===== config.mk =====
export PLATFORM = sky130hd
export DESIGN_NAME = button_debounce_multi_flat
export DESIGN_NICKNAME = d
export VERILOG_FILES = /design/src/rtl/button_debounce_multi_if.sv /design/src/rtl/button_debounce_multi.sv /design/src/flat_wrapper.sv
export SDC_FILE = /design/constraint.sdc
export NUM_CORES = 1
export LEC_CHECK = 0
export CAP_MARGIN = 10
export CORE_MARGIN = 3
export CORE_UTILIZATION = 55
export DETAILED_ROUTE_END_ITERATION = 8
export GPL_ROUTABILITY_DRIVEN = 0
export MAX_ROUTING_LAYER = met4
export PLACE_DENSITY = 0.73
export SLEW_MARGIN = 10
export SYNTH_ARGS = -nofsm -noshare
export SYNTH_HDL_FRONTEND = slang
export SYNTH_HIERARCHICAL = 1
export SYNTH_SLANG_ARGS = --single-unit

===== constraint.sdc =====
create_clock -name clk -period 6.97 [get_ports clk]
set_input_delay 2.091 -clock clk [delete_from_list [all_inputs] [get_ports clk]]
set_output_delay 2.091 -clock clk [all_outputs]
set_load 0.02 [all_outputs]

===== src/rtl/button_debounce_multi_if.sv =====
// Raw button pins plus the debounced level/event outputs of one button bank.
interface button_debounce_multi_if #(
    parameter int N = 4
);
    logic [N-1:0] btn_raw;
    logic [N-1:0] btn_level;
    logic [N-1:0] btn_press;
    logic [N-1:0] btn_release;
    logic [N-1:0] btn_repeat;
    logic         sample_tick;

    modport master (
        output btn_raw,
        input  btn_level, btn_press, btn_release, btn_repeat, sample_tick
    );

    modport slave (
        input  btn_raw,
        output btn_level, btn_press, btn_release, btn_repeat, sample_tick
    );
endinterface


===== src/rtl/button_debounce_multi.sv =====
// N-channel button debouncer: sync, sampled saturating integrator with hysteresis,
// press/release pulses, optional auto-repeat, and a power-up lockout.
module button_debounce_lane #(
    parameter int CNT_W      = 4,
    parameter int REPEAT_EN  = 1,
    parameter int HOLD_TICKS = 384,
    parameter int RATE_TICKS = 64
) (
    input  logic clk,
    input  logic rst_n,
    input  logic s,
    input  logic en,
    output logic level,
    output logic press,
    output logic rel,
    output logic rpt
);
    localparam logic [CNT_W-1:0] CMAX = '1;

    logic [CNT_W-1:0] cnt;
    logic             level_next;

    // Level only moves at the rails; anywhere in between it holds.
    always_comb begin
        level_next = level;
        if (en) begin
            if (cnt == CMAX)
                level_next = 1'b1;
            else if (cnt == '0)
                level_next = 1'b0;
        end
    end

    always_ff @(posedge clk) begin
        if (!rst_n) begin
            cnt   <= '0;
            level <= 1'b0;
            press <= 1'b0;
            rel   <= 1'b0;
        end else begin
            if (en) begin
                if (s && cnt != CMAX)
                    cnt <= cnt + 1'b1;
                else if (!s && cnt != '0)
                    cnt <= cnt - 1'b1;
            end
            level <= level_next;
            press <= level_next & ~level;
            rel   <= ~level_next & level;
        end
    end

    generate
        if (REPEAT_EN != 0) begin : g_rpt
            localparam int HW = $clog2(HOLD_TICKS + 1);
            localparam logic [HW-1:0] HOLD   = HW'(HOLD_TICKS);
            localparam logic [HW-1:0] RELOAD = HW'(HOLD_TICKS - RATE_TICKS);

            logic [HW-1:0] hold;
            logic [HW-1:0] hold_inc;

            assign hold_inc = hold + 1'b1;

            // Gating on the registered level skips the tick that set it; gating on
            // level_next kills any repeat on the tick that releases.
            always_ff @(posedge clk) begin
                if (!rst_n) begin
                    hold <= '0;
                    rpt  <= 1'b0;
                end else begin
                    rpt <= 1'b0;
                    if (!level_next) begin
                        hold <= '0;
                    end else if (en && level) begin
                        if (hold_inc == HOLD) begin
                            rpt  <= 1'b1;
                            hold <= RELOAD;
                        end else begin
                            hold <= hold_inc;
                        end
                    end
                end
            end
        end else begin : g_norpt
            logic unused_repeat_cfg;
            assign unused_repeat_cfg = (HOLD_TICKS == RATE_TICKS);
            assign rpt = 1'b0;
        end
    endgenerate
endmodule

module button_debounce_multi #(
    parameter int N          = 4,
    parameter int ACTIVE_LOW = 0,
    parameter int DIV_MAX    = 32768,
    parameter int CNT_W      = 4,
    parameter int REPEAT_EN  = 1,
    parameter int HOLD_TICKS = 384,
    parameter int RATE_TICKS = 64
) (
    input  logic                  clk,
    input  logic                  rst_n,
    button_debounce_multi_if.slave bus
);
    localparam int DW = $clog2(DIV_MAX);
    localparam logic [DW-1:0] DIV_LAST = DW'(DIV_MAX - 1);

    logic [DW-1:0] div_cnt;
    logic          tick;
    logic          en;
    logic [N-1:0]  raw_c;
    logic [N-1:0]  sync1;
    logic [N-1:0]  s;
    logic [1:0]    vld_pipe;
    logic          lockout;

    logic [N-1:0]  level_v;
    logic [N-1:0]  press_v;
    logic [N-1:0]  rel_v;
    logic [N-1:0]  rpt_v;

    assign raw_c = (ACTIVE_LOW != 0) ? ~bus.btn_raw : bus.btn_raw;
    assign tick  = (div_cnt == DIV_LAST);
    assign en    = tick & ~lockout;

    // vld_pipe keeps lockout from clearing on the reset-zeroed synchroniser
    // before real pin samples have reached s.
    always_ff @(posedge clk) begin
        if (!rst_n) begin
            div_cnt  <= '0;
            sync1    <= '0;
            s        <= '0;
            vld_pipe <= '0;
            lockout  <= 1'b1;
        end else begin
            div_cnt  <= tick ? '0 : div_cnt + 1'b1;
            sync1    <= raw_c;
            s        <= sync1;
            vld_pipe <= {vld_pipe[0], 1'b1};
            if (vld_pipe[1] && !(|s))
                lockout <= 1'b0;
        end
    end

    for (genvar i = 0; i < N; i++) begin : g_lane
        button_debounce_lane #(
            .CNT_W      (CNT_W),
            .REPEAT_EN  (REPEAT_EN),
            .HOLD_TICKS (HOLD_TICKS),
            .RATE_TICKS (RATE_TICKS)
        ) u_lane (
            .clk   (clk),
            .rst_n (rst_n),
            .s     (s[i]),
            .en    (en),
            .level (level_v[i]),
            .press (press_v[i]),
            .rel   (rel_v[i]),
            .rpt   (rpt_v[i])
        );
    end

    assign bus.btn_level   = level_v;
    assign bus.btn_press   = press_v;
    assign bus.btn_release = rel_v;
    assign bus.btn_repeat  = rpt_v;
    assign bus.sample_tick = tick;
endmodule


===== src/flat_wrapper.sv =====
// flat-port wrapper written by rule: the top's interface ports become plain ports
module button_debounce_multi_flat 
#(
    parameter int N          = 4,
    parameter int ACTIVE_LOW = 0,
    parameter int DIV_MAX    = 32768,
    parameter int CNT_W      = 4,
    parameter int REPEAT_EN  = 1,
    parameter int HOLD_TICKS = 384,
    parameter int RATE_TICKS = 64
)
  (clk, rst_n, bus_btn_raw, bus_btn_level, bus_btn_press, bus_btn_release, bus_btn_repeat, bus_sample_tick);
  button_debounce_multi_if #(.N(N)) bus_i ();
  input  logic clk;
  input  logic rst_n;
  input wire logic [$bits(bus_i.btn_raw)-1:0] bus_btn_raw;
  output wire logic [$bits(bus_i.btn_level)-1:0] bus_btn_level;
  output wire logic [$bits(bus_i.btn_press)-1:0] bus_btn_press;
  output wire logic [$bits(bus_i.btn_release)-1:0] bus_btn_release;
  output wire logic [$bits(bus_i.btn_repeat)-1:0] bus_btn_repeat;
  output wire logic [$bits(bus_i.sample_tick)-1:0] bus_sample_tick;
  assign bus_i.btn_raw = bus_btn_raw;
  assign bus_btn_level = bus_i.btn_level;
  assign bus_btn_press = bus_i.btn_press;
  assign bus_btn_release = bus_i.btn_release;
  assign bus_btn_repeat = bus_i.btn_repeat;
  assign bus_sample_tick = bus_i.sample_tick;
  button_debounce_multi #(.N(N), .ACTIVE_LOW(ACTIVE_LOW), .DIV_MAX(DIV_MAX), .CNT_W(CNT_W), .REPEAT_EN(REPEAT_EN), .HOLD_TICKS(HOLD_TICKS), .RATE_TICKS(RATE_TICKS)) u_core (.clk(clk), .rst_n(rst_n), .bus(bus_i));
endmodule

==> impl_metrics.yaml, run 1 <==
setup_path:
  worstPathBufferInverterCount: 1
  critical_path_class: "flop to output port"
  max_stage_delay_ns: 0.64
  cp_max_fo: 5
  crit_family: "buffers and inverters"
  worst_path_max_delay_cell: "clkdlybuf4s50_1"
  end_kind: "output port"
  cp_cell_sequence: "ha_1, nand3_1, nor3_1, clkdlybuf4s50_1"
  cp-start-kind: "flop"
  worstPathRequired_ns: 4.88
  crit_arrival_ns: 2.08
cts:
  cts_sinks: 94
  clk_path_buf_depth: 2
  clk_pin_slew_worst_paths_ns: 0.08
  cts_buffers: 9
  worstSkewPairLatency_ns: 0.35
  clockRootBuffer: "clkbuf_8"
  post_cts_resized: 0
  cts_tree: "built"
  cts_setup_buffers: 0
  htree_levels: 3
  holdBufCountCts: 0
floorplanning:
  ios: 23
  dieArea_sq_um: 9590
  start_util_pct: 58.4
  core_sq_um: 7970
  row_count: 32
  die_h_um: 97.9
  die_w_um: 97.9
finish:
  fillerInstances: 670
  seq_area_sq_um: 1880
  post-route-cell-area_sq_um: 5120
  drive_above_1_share_pct: 6.63
  fin_nets: 546
  area.growth.synth_to_final_pct: 10.2
  multi_input_area_sq_um: 2660
  diodes: 0
global_route:
  busiest_layer: "met2"
  grt_use_met1_pct: 23.8
  grt_pass1_wl_um: 14800
  grt_start_max_net_pins: 58
  grtUsageMet2_pct: 28.5
  overflow: 0
  gr-usage-met3_pct: 3.36
  grtUsageTotal_pct: 18.5
  grt_pass1_vias: 3396
  grt_antenna_before_repair: 0
timing:
  fin_worst_skew_ns: 0.0131
  setup_viol: 0
  tightest_slew_ns: 0.580
  fin_crit_ns: 4.18
  fmaxAchievable_ghz: 0.240
  rsz0062_at_grt: "no"
  fin_crit_sh_pct: 59.9
  fin_tns_setup_ns: 0
  layout_setup_ws_ns: 2.79
  drv_slew: 0
  hold_viol: 0
  slew_headroom_pct: 61.3
synthesis:
  synthArstFlopShare_pct: 0
  syn_inst: 501
  synth_cell_types: 52
  ys_ff_latch: 94
  synth_nets: 524
  post_synth.cell_area_avg_sq_um: 9.28
  synth.area.top_cells: "dfxtp_1 40%, mux2i_1 5.8%, xor2_1 4.7%"
  synth_top_area_share_pct: 40.5
  synth_top_area_cell: "dfxtp_1"
  synth_edf_count: 0
  ys.flop_type: "dfxtp_1"
  synthesis.area_sq_um: 4650
  yosys_warnings: 6
  seq_area_frac_synth_pct: 40.5
power:
  p_total_uw: 914
  leakage_uw: 0.00196
  ir_drop_mv: 0.126
  pwr_density_cell_nw_per_um2: 178
detailed_routing:
  routed_via_density: 5.79
  detail_route.iter0.violations: 180
  drt_first_pass_iters: 4
  avgRoutedWirePerCell_um: 13.2
  drt-total-wl_um: 8290
  antenna_left: 0
  via_count: 3647
  drc: 0
placed_design:
  placed_cell_area_sq_um: 4930
  place_ws_ns: 3.17
  dp_hpwl_um: 5730
  io_buffers: 22
run:
  maxCapViolCount: 0
min_path:
  hold_path.class: "flop to flop"
run_status:
  status: "complete, no violations"
[path summary, 6_finish.rpt]
path,slack (ns),from,cells after the start,endpoint
setup / recovery,2.79,u_core/div_cnt[0],4,bus_sample_tick
hold / removal,0.44,u_core/vld_pipe[0],1,u_core/vld_pipe[1]
setup reg to reg,4.16,u_core/div_cnt[0],8,u_core/g_lane[2].u_lane/rpt
hold reg to reg,0.44,u_core/vld_pipe[0],1,u_core/vld_pipe[1]
[power by group]
group,leakage [uW],switching [uW],internal (uW),total (uW)
Sequential,0.000760,3.32,541,544
Clock,0.0000883,184,165,348
Combinational,0.00112,12.3,8.76,21.1
Total,0.00196,199,715,914
[synthesized netlist by cell type, types with 3 or more instances]
cell type  count
nand2b_1      13
inv_1          7
or4b_1         4
nor2_1        47
a211oi_1       8
nand2_4        3
a32o_1         3
buf_2          3
o21ai_1        3
xor2_1        25
o21ai_0        6
ha_1          13
a21oi_1       14
a21boi_1       4
a31o_2         4
nand4_1       16
a41o_1         4
nand2_1       48
and4_1        16
dfxtp_1       94
buf_1          3
mux2i_1       27
o211ai_1       4
a21o_1         4
nand3_1       26
o211a_1        3
nor3_1         8
nand3b_1       4
fa_1           4
xnor2_1       14
inv_2          3
a22o_1         4
and2_1        14
and3_1        13
buf_4          3
nand4b_1       4
nor4_1         9
a31oi_1        3
[layer usage]
metal  vias up  wire, um
met5         -         0
met4         0        69
met2        65      3780
met1      1707      4170
li1       1866         -
met3         9       265
[stage by stage]
stage                     hold slack (ns)  cells  utilization [%]
after CTS                           0.437    630             64.3
final                               0.436    630             64.3
after global routing                0.452    630             64.3
after floorplan                     0.412    501                -
after global placement              0.418    614             61.9
after detailed placement            0.418    614             61.9
[layout make-up]
cell class | count | area share, %
Sequential cell | 94 | 36.7
Tap cell | 102 | 2.49
Timing Repair Buffer | 24 | 4.49
Clock buffer | 10 | 2.49
Multi-Input combinational cell | 384 | 51.9
Clock inverter | 6 | 1.22
Inverter | 10 | 0.732
[worst register-to-register path, stage by stage (launching register included)]
cell and delay [ns]:
dfxtp_1 0.40, ha_1 0.22, nand3_1 0.23, nor4_2 0.27, buf_4 0.36, or4b_1 0.47
a22o_1 0.27, nand2_1 0.28, and3b_1 0.22
[flip-flops by register name, indices dropped and copies added, names as in the netlist]
register                         cells
u_core/g_lane.u_lane/rel             4
u_core/div_cnt                      15
u_core/sync1                         4
u_core/vld_pipe                      2
u_core/g_lane.u_lane/g_rpt.hold     36
u_core/g_lane.u_lane/cnt            16
u_core/g_lane.u_lane/rpt             4
u_core/s                             4
u_core/lockout                       1
u_core/g_lane.u_lane/level           4
u_core/g_lane.u_lane/press           4
[cells by family after synthesis]
| kind of cell | Yosys count | share of synthesized area, % |
|---|---|---|
| AO/OA/AOI/OAI | 68 | 10.7 |
| XOR/XNOR | 39 | 7.35 |
| adder cells (fa/ha/maj) | 17 | 5.22 |
| buffers and inverters | 23 | 2.50 |
| flip-flops | 94 | 40.5 |
| multiplexers | 28 | 6.05 |
| AND/OR/NAND/NOR | 232 | 27.7 |
[placed cells by master (no fill, tap or decap), types with 4 or more instances in the layout]
master / instances
nand2_1: 48
a41o_1: 4
fa_1: 4
ha_1: 13
or4b_1: 4
a31o_2: 4
a21oi_1: 14
nor3_1: 8
nand3b_1: 4
nand4b_1: 4
a22o_1: 4
o21ai_0: 6
mux2i_1: 27
clkdlybuf4s50_1: 21
clkbuf_8: 9
and2_1: 14
xnor2_1: 14
and3_1: 13
nor2_1: 47
dfxtp_1: 94
xor2_1: 25
nor4_1: 8
nand3_1: 26
and4_1: 16
a21o_1: 4
nand4_1: 16
a211oi_1: 8
a21boi_1: 4
o211ai_1: 4
nand2b_1: 13
inv_1: 7
Power figures use the tool's default switching activity.
==> inputs of run 2 (changes only) <==
- clock period: 6.97 -> 4.2 ns (I/O delays scaled with it)
==> run 2 against run 1 <==
Effect of this change: wire length grew 1.9%; setup slack lost 2.0 ns; clock skew shrank 0.0043 ns; flip-flop and latch count is the same; combinational power grew 64%; power grew 77%; global-route usage shrank 0.58 points; utilization grew 0.55 points; first-iteration DRC count shrank 4.4%; register-to-register slack lost 2.8 ns; worst hold slack gained 0.0011 ns; critical path type unchanged; largest cell class unchanged; highest routed layer unchanged.
==> impl_metrics.yaml, run 2 (same netlist as run 1, synthesis figures left out) <==
floorplanning:
  row_count: 32
  die_w_um: 97.9
  core_sq_um: 7970
  ios: 23
  dieArea_sq_um: 9590
  start_util_pct: 58.4
  die_h_um: 97.9
run_status:
  status: "complete, no violations"
timing:
  setup_viol: 0
  tightest_slew_ns: 0.622
  fin_crit_sh_pct: 79.9
  hold_viol: 0
  rsz0062_at_grt: "no"
  layout_setup_ws_ns: 0.843
  fin_tns_setup_ns: 0
  fin_worst_skew_ns: 0.00888
  fin_crit_ns: 3.36
  drv_slew: 0
  slew_headroom_pct: 58.5
  fmaxAchievable_ghz: 0.298
setup_path:
  critical_path_class: "flop to output port"
  r2r.worst_path.cells: 8
  cp_max_fo: 5
  crit_path_end: "bus_sample_tick"
  end_kind: "output port"
  worst_path_max_delay_cell: "clkdlybuf4s50_1"
  reg2reg_from: "u_core/div_cnt[0]"
  crit_arrival_ns: 2.10
  cp.depth: 4
  cp-startpoint: "u_core/div_cnt[0]"
  reg2reg_setup_slack_ns: 1.36
  worstPathRequired_ns: 2.94
  cp-start-kind: "flop"
  max_stage_delay_ns: 0.64
  cp_cell_sequence: "ha_1, nand3_1, nor3_1, clkdlybuf4s50_1"
  crit_family: "buffers and inverters"
  rr_endpoint: "u_core/g_lane[2].u_lane/rpt"
  worstPathBufferInverterCount: 1
finish:
  fin_nets: 546
  final_common_cell: "dfxtp_1"
  drive_above_1_share_pct: 6.63
  top_regs: "u_core/g_lane.u_lane/g_rpt.hold: 36 flops, u_core/g_lane.u_lane/cnt: 16 flops, u_core/div_cnt: 15 flops"
  fillerInstances: 669
  diodes: 0
  stdcell_count: 630
  largest_reg_flops: 36
  multi_input_area_sq_um: 2660
  layout_common_cells: "94 x dfxtp_1, 48 x nand2_1, 47 x nor2_1"
  area.growth.synth_to_final_pct: 11.2
  seq_area_sq_um: 1880
  regMostFlops: "u_core/g_lane.u_lane/g_rpt.hold"
global_route:
  grtUsageMet2_pct: 28.6
  grt_start_max_net_pins: 39
  grt_pass1_wl_um: 14400
  overflow: 0
  grt_use_met1_pct: 23.0
  busiest_layer: "met2"
  grt_antenna_before_repair: 0
  grt_pass1_vias: 3345
  gr-usage-met3_pct: 2.86
  grtUsageTotal_pct: 17.9
detailed_routing:
  via_count: 3653
  avgRoutedWirePerCell_um: 13.4
  antenna_left: 0
  drt_first_pass_iters: 4
  detail_route.iter0.violations: 172
  drt-total-wl_um: 8450
  routed_via_density: 5.80
  drc: 0
cts:
  cts_sinks: 94
  cts_buffers: 9
  post_cts_resized: 0
  worstSkewPairLatency_ns: 0.34
  cts_tree: "built"
  clk_path_buf_depth: 2
  clockRootBuffer: "clkbuf_8"
  cts_setup_buffers: 0
  htree_levels: 3
  clk_pin_slew_worst_paths_ns: 0.08
  holdBufCountCts: 0
placed_design:
  io_buffers: 22
  place_ws_ns: 1.22
  place_inst: 614
  dp_hpwl_um: 5850
min_path:
  hold_path.class: "flop to flop"
  worstHoldPathCells: 1
power:
  leakage_uw: 0.00200
  pwr_density_cell_nw_per_um2: 312
  ir_drop_mv: 0.161
run:
  maxCapViolCount: 0
-- run 2: cell count changes in the layout (fill, tap and decap cells not counted), sizes merged --
cell,previous run,this run
bufinv,1,2
clkbuf,10,13
clkinvlp,3,0
clkinv,2,1
-- run 2: per-stage QoR --
stage	power, uW	cell area [sq um]	utilization, %	hold slack (ns)
2_1_floorplan	949	4650	-	0.412
5_1_grt	1680	5170	64.9	0.460
3_5_place_dp	960	4930	61.9	0.419
4_1_cts	1640	5170	64.9	0.442
3_3_place_gp	958	4930	61.9	0.414
6_report	1610	5170	64.9	0.437
-- run 2: routing by layer --
metal | vias up | wire, um
met1 | 1709 | 4070
met3 | 10 | 286
met2 | 81 | 3980
met4 | 0 | 119
met5 | - | 0
li1 | 1853 | -
-- run 2: layout make-up --
class	count	share of cell area (%)
multi-input combinational	384	51.4
sequential	94	36.4
timing repair buffer	24	4.45
clock buffer	13	3.27
tap	102	2.47
clock inverter	3	1.26
inverter	10	0.726
-- run 2: report_power, final --
group	leakage, uW	internal, uW	switching [uW]
clock	0.000120	384	292
combinational	0.00112	14.5	20.2
sequential	0.000760	898	5.83
-- run 2: worst min path at each step --
stage	from	end	slack [ns]
after global routing	u_core/sync1[2]	u_core/s[2]	0.46
final	u_core/sync1[3]	u_core/s[3]	0.44
after CTS	u_core/sync1[3]	u_core/s[3]	0.44
after global placement	u_core/vld_pipe[0]	u_core/vld_pipe[1]	0.41
after floorplan	u_core/sync1[0]	u_core/s[0]	0.41
after detailed placement	u_core/sync1[3]	u_core/s[3]	0.42
